File: src/rtl/spi_pkg.sv
// Shared types and defaults for the SPI byte-stream front end.
// TX entries carry the frame-end flag alongside the data byte.
package spi_pkg;

  localparam int DEPTH_DEF = 8;
  localparam int BYTE_W    = 8;
  localparam int TX_W      = 9;

  typedef struct packed {
    logic              last;
    logic [BYTE_W-1:0] data;
  } tx_entry_t;

  typedef enum logic {
    FR_OPEN,
    FR_DRAIN
  } frame_st_t;

endpackage

File: src/rtl/sync_fifo.sv
// Single-clock show-ahead FIFO with occupancy count.
// Caller guarantees push/pop legality; rdata reads 0 when empty.
module sync_fifo #(
  parameter int WIDTH = 8,
  parameter int DEPTH = 8,
  parameter int AW    = $clog2(DEPTH)
) (
  input  logic             clk,
  input  logic             rst_n,
  input  logic             push,
  input  logic [WIDTH-1:0] wdata,
  input  logic             pop,
  output logic [WIDTH-1:0] rdata,
  output logic [AW:0]      count
);

  logic [WIDTH-1:0] mem [DEPTH];
  logic [AW-1:0]    wr_ptr;
  logic [AW-1:0]    rd_ptr;
  logic [AW:0]      cnt;

  always_ff @(posedge clk or negedge rst_n) begin
    if (!rst_n) begin
      wr_ptr <= '0;
      rd_ptr <= '0;
      cnt    <= '0;
    end else begin
      if (push) wr_ptr <= wr_ptr + 1'b1;
      if (pop)  rd_ptr <= rd_ptr + 1'b1;
      cnt <= cnt + {{AW{1'b0}}, push}
                 - {{AW{1'b0}}, pop};
    end
  end

  // Storage needs no reset; the count gates visibility.
  always_ff @(posedge clk) begin
    if (push) mem[wr_ptr] <= wdata;
  end

  assign rdata = (cnt == '0) ? '0 : mem[rd_ptr];
  assign count = cnt;

endmodule

File: src/rtl/spi_burst_ctrl.sv
// Host byte-stream front end for the SPI master: TX queue with
// frame gating, in-flight tracking and an RX queue with overflow.
module spi_burst_ctrl
  import spi_pkg::*;
#(
  parameter int DEPTH = DEPTH_DEF,
  parameter int AW    = $clog2(DEPTH)
) (
  input  logic       clk,
  input  logic       rst_n,
  input  logic       tx_valid,
  input  logic [7:0] tx_data,
  input  logic       tx_last,
  output logic       tx_ready,
  output logic       rx_valid,
  output logic [7:0] rx_data,
  input  logic       rx_rd,
  input  logic       ovf_clr,
  output logic       rx_overflow,
  output logic       busy,
  output logic       spi_en,
  output logic [7:0] spi_tx_byte,
  input  logic       spi_tx_ready,
  input  logic       spi_rx_ready,
  input  logic [7:0] spi_rx_byte
);

  localparam logic [AW:0] FULL_CNT = DEPTH[AW:0];

  tx_entry_t   tx_in;
  tx_entry_t   tx_head;
  logic [AW:0] tx_cnt;
  logic [AW:0] rx_cnt;
  logic        tx_empty;
  logic        tx_full;
  logic        tx_push;
  logic        tx_pop;
  logic        rx_empty;
  logic        rx_full;
  logic        rx_push;
  logic        rx_pop;
  logic        ovf_set;
  logic        drain_done;
  logic        ovf_q;
  logic [1:0]  inflight;
  logic [1:0]  inflight_nxt;
  frame_st_t   fr_st;
  frame_st_t   fr_nxt;

  assign tx_in    = '{last: tx_last, data: tx_data};
  assign tx_empty = (tx_cnt == '0);
  assign tx_full  = (tx_cnt == FULL_CNT);
  assign tx_push  = tx_valid && !tx_full;
  assign tx_pop   = spi_tx_ready && !tx_empty;

  sync_fifo #(
    .WIDTH(TX_W),
    .DEPTH(DEPTH),
    .AW   (AW)
  ) u_tx_fifo (
    .clk  (clk),
    .rst_n(rst_n),
    .push (tx_push),
    .wdata(tx_in),
    .pop  (tx_pop),
    .rdata(tx_head),
    .count(tx_cnt)
  );

  assign rx_empty = (rx_cnt == '0);
  assign rx_full  = (rx_cnt == FULL_CNT);
  assign rx_pop   = rx_rd && !rx_empty;
  assign rx_push  = spi_rx_ready && (!rx_full || rx_pop);
  assign ovf_set  = spi_rx_ready && rx_full && !rx_pop;

  sync_fifo #(
    .WIDTH(BYTE_W),
    .DEPTH(DEPTH),
    .AW   (AW)
  ) u_rx_fifo (
    .clk  (clk),
    .rst_n(rst_n),
    .push (rx_push),
    .wdata(spi_rx_byte),
    .pop  (rx_pop),
    .rdata(rx_data),
    .count(rx_cnt)
  );

  // The frame's final reply lands when the last byte leaves flight.
  assign drain_done = spi_rx_ready && !spi_tx_ready
                   && (inflight == 2'd1);

  always_ff @(posedge clk or negedge rst_n) begin
    if (!rst_n) fr_st <= FR_OPEN;
    else        fr_st <= fr_nxt;
  end

  always_comb begin
    fr_nxt = fr_st;
    unique case (fr_st)
      FR_OPEN: begin
        if (tx_pop && tx_head.last) fr_nxt = FR_DRAIN;
      end
      FR_DRAIN: begin
        if (drain_done && !(tx_pop && tx_head.last))
          fr_nxt = FR_OPEN;
      end
      default: fr_nxt = FR_OPEN;
    endcase
  end

  assign inflight_nxt = inflight + {1'b0, spi_tx_ready}
                                 - {1'b0, spi_rx_ready};

  always_ff @(posedge clk or negedge rst_n) begin
    if (!rst_n) begin
      inflight <= 2'd0;
      ovf_q    <= 1'b0;
    end else begin
      inflight <= inflight_nxt;
      if (ovf_set)      ovf_q <= 1'b1;
      else if (ovf_clr) ovf_q <= 1'b0;
    end
  end

  assign tx_ready    = !tx_full;
  assign rx_valid    = !rx_empty;
  assign rx_overflow = ovf_q;
  assign busy        = !tx_empty || (inflight != 2'd0);
  assign spi_en      = !tx_empty && (fr_st == FR_OPEN);
  assign spi_tx_byte = tx_head.data;

endmodule

File: config.mk
export PLATFORM = sky130hd
export DESIGN_NAME = spi_burst_ctrl
export DESIGN_NICKNAME = d
export VERILOG_FILES = /design/src/rtl/spi_pkg.sv /design/src/rtl/sync_fifo.sv /design/src/rtl/spi_burst_ctrl.sv
export SDC_FILE = /design/constraint.sdc
export NUM_CORES = 1
export LEC_CHECK = 0
export BUFFER_PORTS_ARGS = -buffer_cell sky130_fd_sc_hd__buf_2
export CAP_MARGIN = 20
export CORE_MARGIN = 3
export CORE_UTILIZATION = 50
export CTS_CLUSTER_DIAMETER = 50
export DETAILED_ROUTE_END_ITERATION = 6
export PLACE_DENSITY = 0.68
export SYNTH_ARGS = -nofsm -noshare
export SYNTH_HDL_FRONTEND = slang
export SYNTH_SLANG_ARGS = --single-unit
File: constraint.sdc
create_clock -name clk -period 2.7 [get_ports clk]
set_input_delay 0.54 -clock clk [delete_from_list [all_inputs] [get_ports clk]]
set_output_delay 0.54 -clock clk [all_outputs]
set_load 0.005 [all_outputs]
-- After elaboration in Yosys (flattened, before gate mapping)
Memories as Yosys holds them, arrays and structs flattened.
Cells that the tools add are included.
- bits in registers: 24
- bits in writable memories: 136
- bits of input ports: 24
- output and inout bits: 21
- word-level logic and storage cells: 60
- memories: 2
- add/sub/neg operators: 10
- equality and inequality tests: 3
- muxes and demuxes: 11
- bitwise gates (word level): 1
- reductions and logical operators: 24
- memories (memory ; words ; bits a word ; read ports ; clocked after Yosys merged registers in ; wr ports ; line ; RTL):
    u_tx_fifo.mem ; 8 ; 9 ; 1 ; 0 ; 1 ; sync_fifo.sv:17 ; logic [WIDTH-1:0] mem [DEPTH];
    u_rx_fifo.mem ; 8 ; 8 ; 1 ; 0 ; 1 ; sync_fifo.sv:17 ;
- operators with widths (kind ; count):
    $add A3 B1 Y3 const B ; 4
    $logic_and A1 B1 Y1 ; 11
    $mux W9 ; 1
    $add A4 B1 Y4 ; 2
    $eq A4 B4 Y1 const B ; 2
    $logic_not A4 Y1 ; 2
    $mux W1 ; 8
    $mux W8 ; 1
    $sub A4 B1 Y4 ; 2
    $logic_not A1 Y1 ; 7
    $reduce_bool A2 Y1 ; 2
    $add A2 B1 Y2 ; 1
    $eq A2 B1 Y1 const B ; 1
    $logic_or A1 B1 Y1 ; 2
    $pmux W1 S2 ; 1
    $sub A2 B1 Y2 ; 1
    $not A1 Y1 ; 1

-- Depth between registers and ports, before layout
- word-level depth: 8
- mapped depth: 13
- mapped depth without buffers: 12

-- Modules after synthesis
A second synthesis with hierarchy kept.
- cell total of the unflattened synthesis: 390
- area, all modules: 6726.5 um^2
- by module, submodules not included (module ; times used ; cells an instance ; area each (um^2) ; seq. area each (um^2)):
    sync_fifo (u_tx_fifo) ; 1 ; 176 ; 3337.0 ; 2412.3
    sync_fifo (u_rx_fifo) ; 1 ; 184 ; 3105.5 ; 2172.1
    spi_burst_ctrl ; 1 ; 30 ; 284.0 ; 100.1

-- Worst setup path after synthesis
OpenSTA, ideal clock, no wires.
- path kind: reg2reg
- start point: register u_tx_fifo.cnt[2] (netlist: u_tx_fifo.count[2])
- end point: register u_tx_fifo.cnt[2] (netlist: u_tx_fifo.count[2])
- library setup time: 0.123 ns
- data arrival time: 2.217 ns
- data required time: 2.577 ns
- setup slack: 0.360 ns
- stages on the path, launching flop included: 12
- buffers on the path: 0
- period minus slack after synthesis: 2.340 ns
- cell sequence: dfrtp_1 -> inv_1 -> ha_1 -> or3b_2 -> nand2_1 -> inv_1 -> ha_1 -> inv_1 -> ha_1 -> inv_1 -> fa_1 -> xnor2_1
- elaborated cells on any way between the ends: 8
- classes of those cells: add/sub: 2; eq/ne: 1; reduce/logical: 5
- RTL lines (element ; line ; RTL):
    start, declared ; sync_fifo.sv:20 ; logic [AW:0] cnt;
    start signal, assigned ; sync_fifo.sv:30 ; cnt <= cnt + {{AW{1'b0}}, push}
    $logic_not A4 Y1 ; spi_burst_ctrl.sv:51 ; assign tx_empty = (tx_cnt == '0);
    $logic_not A1 Y1 ; spi_burst_ctrl.sv:54 ; assign tx_pop = spi_tx_ready && !tx_empty;
    $logic_and A1 B1 Y1 ; spi_burst_ctrl.sv:54 ;
    via tx_pop ; spi_burst_ctrl.sv:37 ; logic tx_pop;
    $sub A4 B1 Y4 ; sync_fifo.sv:31 ; - {{AW{1'b0}}, pop};
The timed path passes the listed nets, and every way through them passes these cells.
A chain may end at the register's enable or synchronous reset.

-- Worst setup path after layout
- start point: register u_rx_fifo.rd_ptr[0]
- end point: output rx_data[7]
- cells in the longest elaborated chain, start to end: 2
- RTL lines (element ; line ; RTL):
    start, declared ; sync_fifo.sv:19 ; logic [AW-1:0] rd_ptr;
    start signal, assigned ; sync_fifo.sv:29 ; if (pop) rd_ptr <= rd_ptr + 1'b1;
    $mem_v2 Z8 W8 ; n/a ;
    $mux W8 ; sync_fifo.sv:40 ; assign rdata = (cnt == '0) ? '0 : mem[rd_ptr];
    end, declared ; spi_burst_ctrl.sv:16 ; output logic [7:0] rx_data,
No other way between the ends.

==> results.rst <==
.. list-table::
   :header-rows: 1

   * - Metric
     - Value
   * - Area used by multi-input combinational logic
     - 1780 um^2
   * - Post-synth EDFFs
     - 136
   * - Bufs and invs on worst path
     - 2
   * - CTS root buffer
     - clkbuf_16
   * - Sequential cell area
     - 4690 um^2
   * - Via count
     - 3256
   * - Hold Violations, Final
     - 0
   * - I/O pin cnt
     - 45
   * - Iter 0 DRT Violations
     - 174
   * - Ys flop type
     - edfxtp_1
   * - Layout Area Growth over Synthesis
     - 16.5%
   * - Cell Area, Synth
     - 6660 um^2
   * - Via count of the first global-routing pass
     - 3495
   * - Worst hold path class
     - primary input to asynchronous set/reset pin
   * - Number of buffers inserted during clock tree synthesis
     - 17
   * - Drt total wl
     - 11.6 mm
   * - Number of synthesized register bits
     - 160
   * - Slowest stage cell, crit path
     - mux4_1
   * - Via density per instance
     - 5.32
   * - Initial standard-cell utilization of the core
     - 51.9%
   * - Cell family with the largest share of critical-path delay
     - multiplexers
   * - Height of the die
     - 121 um
   * - Overall die area
     - 14700 um^2
   * - Port buffer count
     - 44
   * - Insertion delay to the later sink of the worst-skew pair
     - 0.43 ns
   * - Number of warnings reported in the yosys synthesis log
     - 0
   * - Worst-case hold slack
     - 0.0880 ns
   * - Fin crit share
     - 93.8%
   * - Initial antenna violation count
     - 0
   * - Maximum level of the CTS H-tree
     - 4
   * - Worst reg2reg path depth
     - 11
   * - Power density over the cells
     - 1110 nW/um^2
   * - Area of the core
     - 12800 um^2
   * - Logic depth of the worst setup path including buffers
     - 5
   * - GR Overflow Total
     - 0
   * - Outcome
     - complete, no violations
   * - Number of cells produced by synthesis
     - 359
   * - Net count after synthesis
     - 403
   * - Post_cts resized
     - 0
   * - Antenna Diode Count
     - 0
   * - Number of nets in the layout
     - 471
   * - Slew of the pin with the lowest slew margin
     - 1.01 ns
   * - Crit. End Element
     - output pin
   * - Utilization after layout
     - 60.5%
   * - GRT Total Usage
     - 17.4%
   * - Cell row count
     - 41
   * - Horizontal extent of the die
     - 121 um
   * - Synthesized area per cell
     - 18.5 um^2
   * - Min Tclk post-route
     - 2.53 ns
   * - Num Clock Sinks
     - 160
   * - CTS clock-pin slew for the worst setup and hold paths
     - 0.07 ns
   * - Relative max-transition margin
     - 32.3%
   * - IR drop worst, VDD
     - 0.498 mV
   * - Routed wire length per instance
     - 18.9 um
   * - Sequential area share after synthesis
     - 70.4%
   * - Setup Skew
     - 0.0190 ns
   * - Peak clock frequency supported by timing
     - 0.395 GHz
   * - Post-route DRC
     - 0
   * - Setup repair after global routing missed its margin
     - false
   * - Pin count of the biggest net entering global routing
     - 25
   * - First drt pass iteration count
     - 4
   * - Data arrival time at the worst-slack endpoint
     - 1.99 ns
   * - Number of hold buffers added after cts
     - 0
   * - Count of final max-slew check failures
     - 0
   * - Share of final-layout standard cells stronger than drive strength 1
     - 30.5%
   * - Critical Path Max Stage Delay
     - 0.60 ns
   * - Global placement routability congestion
     - 0.737
   * - Post-synth cell types
     - 42
   * - Final Setup Violations
     - 0
   * - Hpwl dp
     - 7.44 mm
   * - Number of buffers on the longest clock path
     - 2
   * - Req. time, crit path
     - 2.16 ns
   * - Critical path class
     - flop to output pin
   * - Number of post-CTS setup repair buffers
     - 0
   * - Final antenna-violating net count
     - 0
   * - Leakage
     - 2.90 nW
   * - Accumulated negative setup slack
     - 0 ns
   * - Fill cells
     - 974
   * - Fraction of synthesis flops using an asynchronous set or reset pin
     - 15.0%
   * - CTS tree
     - yes
   * - Critical Path Fanout Max
     - 16
   * - Overall power consumption
     - 8.61 mW
   * - Launching element type of the critical path
     - flop
   * - Wire length of the first global-routing pass
     - 18.7 mm
   * - Max capacitance violation total
     - 0
   * - Cells along the critical path
     - buf_12, mux4_1, mux2i_1, nor2_1, buf_2
## worst reg2reg max path, cell delays in order, from the launching register on
cell and delay, ns:
dfrtp_1 0.36, inv_1 0.09, ha_1 0.16, or3b_2 0.47, nand2_1 0.18, inv_1 0.08
ha_1 0.28, inv_1 0.06, ha_1 0.15, inv_1 0.05, fa_1 0.37, xnor2_1 0.13
## report_power, final
part	internal, mW	switching, mW
registers	3.20	0.351
clock network	1.39	1.02
logic	1.37	1.27
## cell usage after synthesis, drive strengths merged (2+ instances only)
master | instances | share of area [%]
mux2 | 5 | 0.90
nand2 | 5 | 0.32
o41ai | 2 | 0.38
xnor2 | 12 | 1.6
a21oi | 2 | 0.15
dfrtp | 24 | 9.0
mux2i | 17 | 2.6
or3b | 2 | 0.26
nor3 | 4 | 0.30
buf | 10 | 1.3
mux4 | 33 | 12
fa | 2 | 0.60
xor2 | 2 | 0.26
clkbuf | 3 | 0.17
and3 | 2 | 0.19
a21o | 2 | 0.23
ha | 18 | 3.4
nand2b | 5 | 0.47
nand3 | 4 | 0.30
o311ai | 3 | 0.62
inv | 26 | 1.5
edfxtp | 136 | 61
nor2 | 31 | 1.7
## final timing paths
check | slack, ns | start | end
setup / recovery | 0.17 | u_rx_fifo.rd_ptr[0] | rx_data[7]
hold / removal | 0.09 | rst_n | u_tx_fifo.count[0]
setup reg to reg | 0.21 | u_tx_fifo.count[2] | u_tx_fifo.count[2]
hold reg to reg | 0.52 | rx_overflow | rx_overflow
max in group asynchronous | 2.18 | rst_n | u_rx_fifo.rd_ptr[1]
min in group clk | 0.32 | ovf_clr | rx_overflow
## per-stage QoR
step	instance area (um^2)	setup WS [ns]	cells
3_3_place_gp	7150	0.262	580
3_5_place_dp	7150	0.204	580
2_1_floorplan	6660	0.360	359
6_report	7760	0.168	612
5_1_grt	7760	0.0175	612
4_1_cts	7750	0.0745	612
## layout make-up
type | instances | share of cell area (%)
Multi-Input combinational cell | 160 | 22.9
Clock inverter | 15 | 2.27
Tap cell | 172 | 2.77
Inverter | 26 | 1.26
Timing Repair Buffer | 62 | 4.90
Sequential cell | 160 | 60.4
Clock buffer | 17 | 5.48
## flip-flops by register name (all words and copies together), names as in the netlist
signal	cells
u_rx_fifo.wr_ptr	3
u_rx_fifo.rd_ptr	3
fr_st	1
u_rx_fifo.mem	64
rx_overflow	1
u_tx_fifo.rd_ptr	3
u_tx_fifo.mem	72
u_tx_fifo.count	4
u_rx_fifo.count	4
inflight	2
u_tx_fifo.wr_ptr	3
## per-layer routing
layer	vias up	global-route usage, %	routed length, um
met5	-	0	0
met4	0	7.49	158
met3	13	4.85	559
met2	75	29.1	6110
met1	1648	21.3	4750
li1	1520	-	-
## kinds of logic after synthesis
logic type	Yosys count	synth area share, %
flip-flops	160	70.4
AND/OR/NAND/NOR	60	4.29
multiplexers	55	15.0
buffers and inverters	39	2.95
adder cells (fa/ha/maj)	20	3.99
XOR/XNOR	14	1.84
AO/OA/AOI/OAI	11	1.54
## placed cells by master (no fill, tap or decap), types with 2 or more instances in the layout
cell and count:
edfxtp_1 136, buf_2 44, nor2_1 31, mux4_2 26, inv_1 24, dfrtp_1 23, ha_1 18, mux2i_1 17
clkbuf_16 17, buf_4 16, xnor2_1 12, mux4_1 7, nand2b_1 5, nand2_1 4, nand3_1 4, nor3_1 4
mux2_2 4, inv_8 4, clkinvlp_4 3, inv_6 3, inv_2 2, and3_1 2, a21o_1 2, a21oi_1 2
xor2_1 2, o311ai_2 2, fa_1 2, clkinv_4 2, bufinv_16 2, buf_12 2
Power figures use the tool's default switching activity.
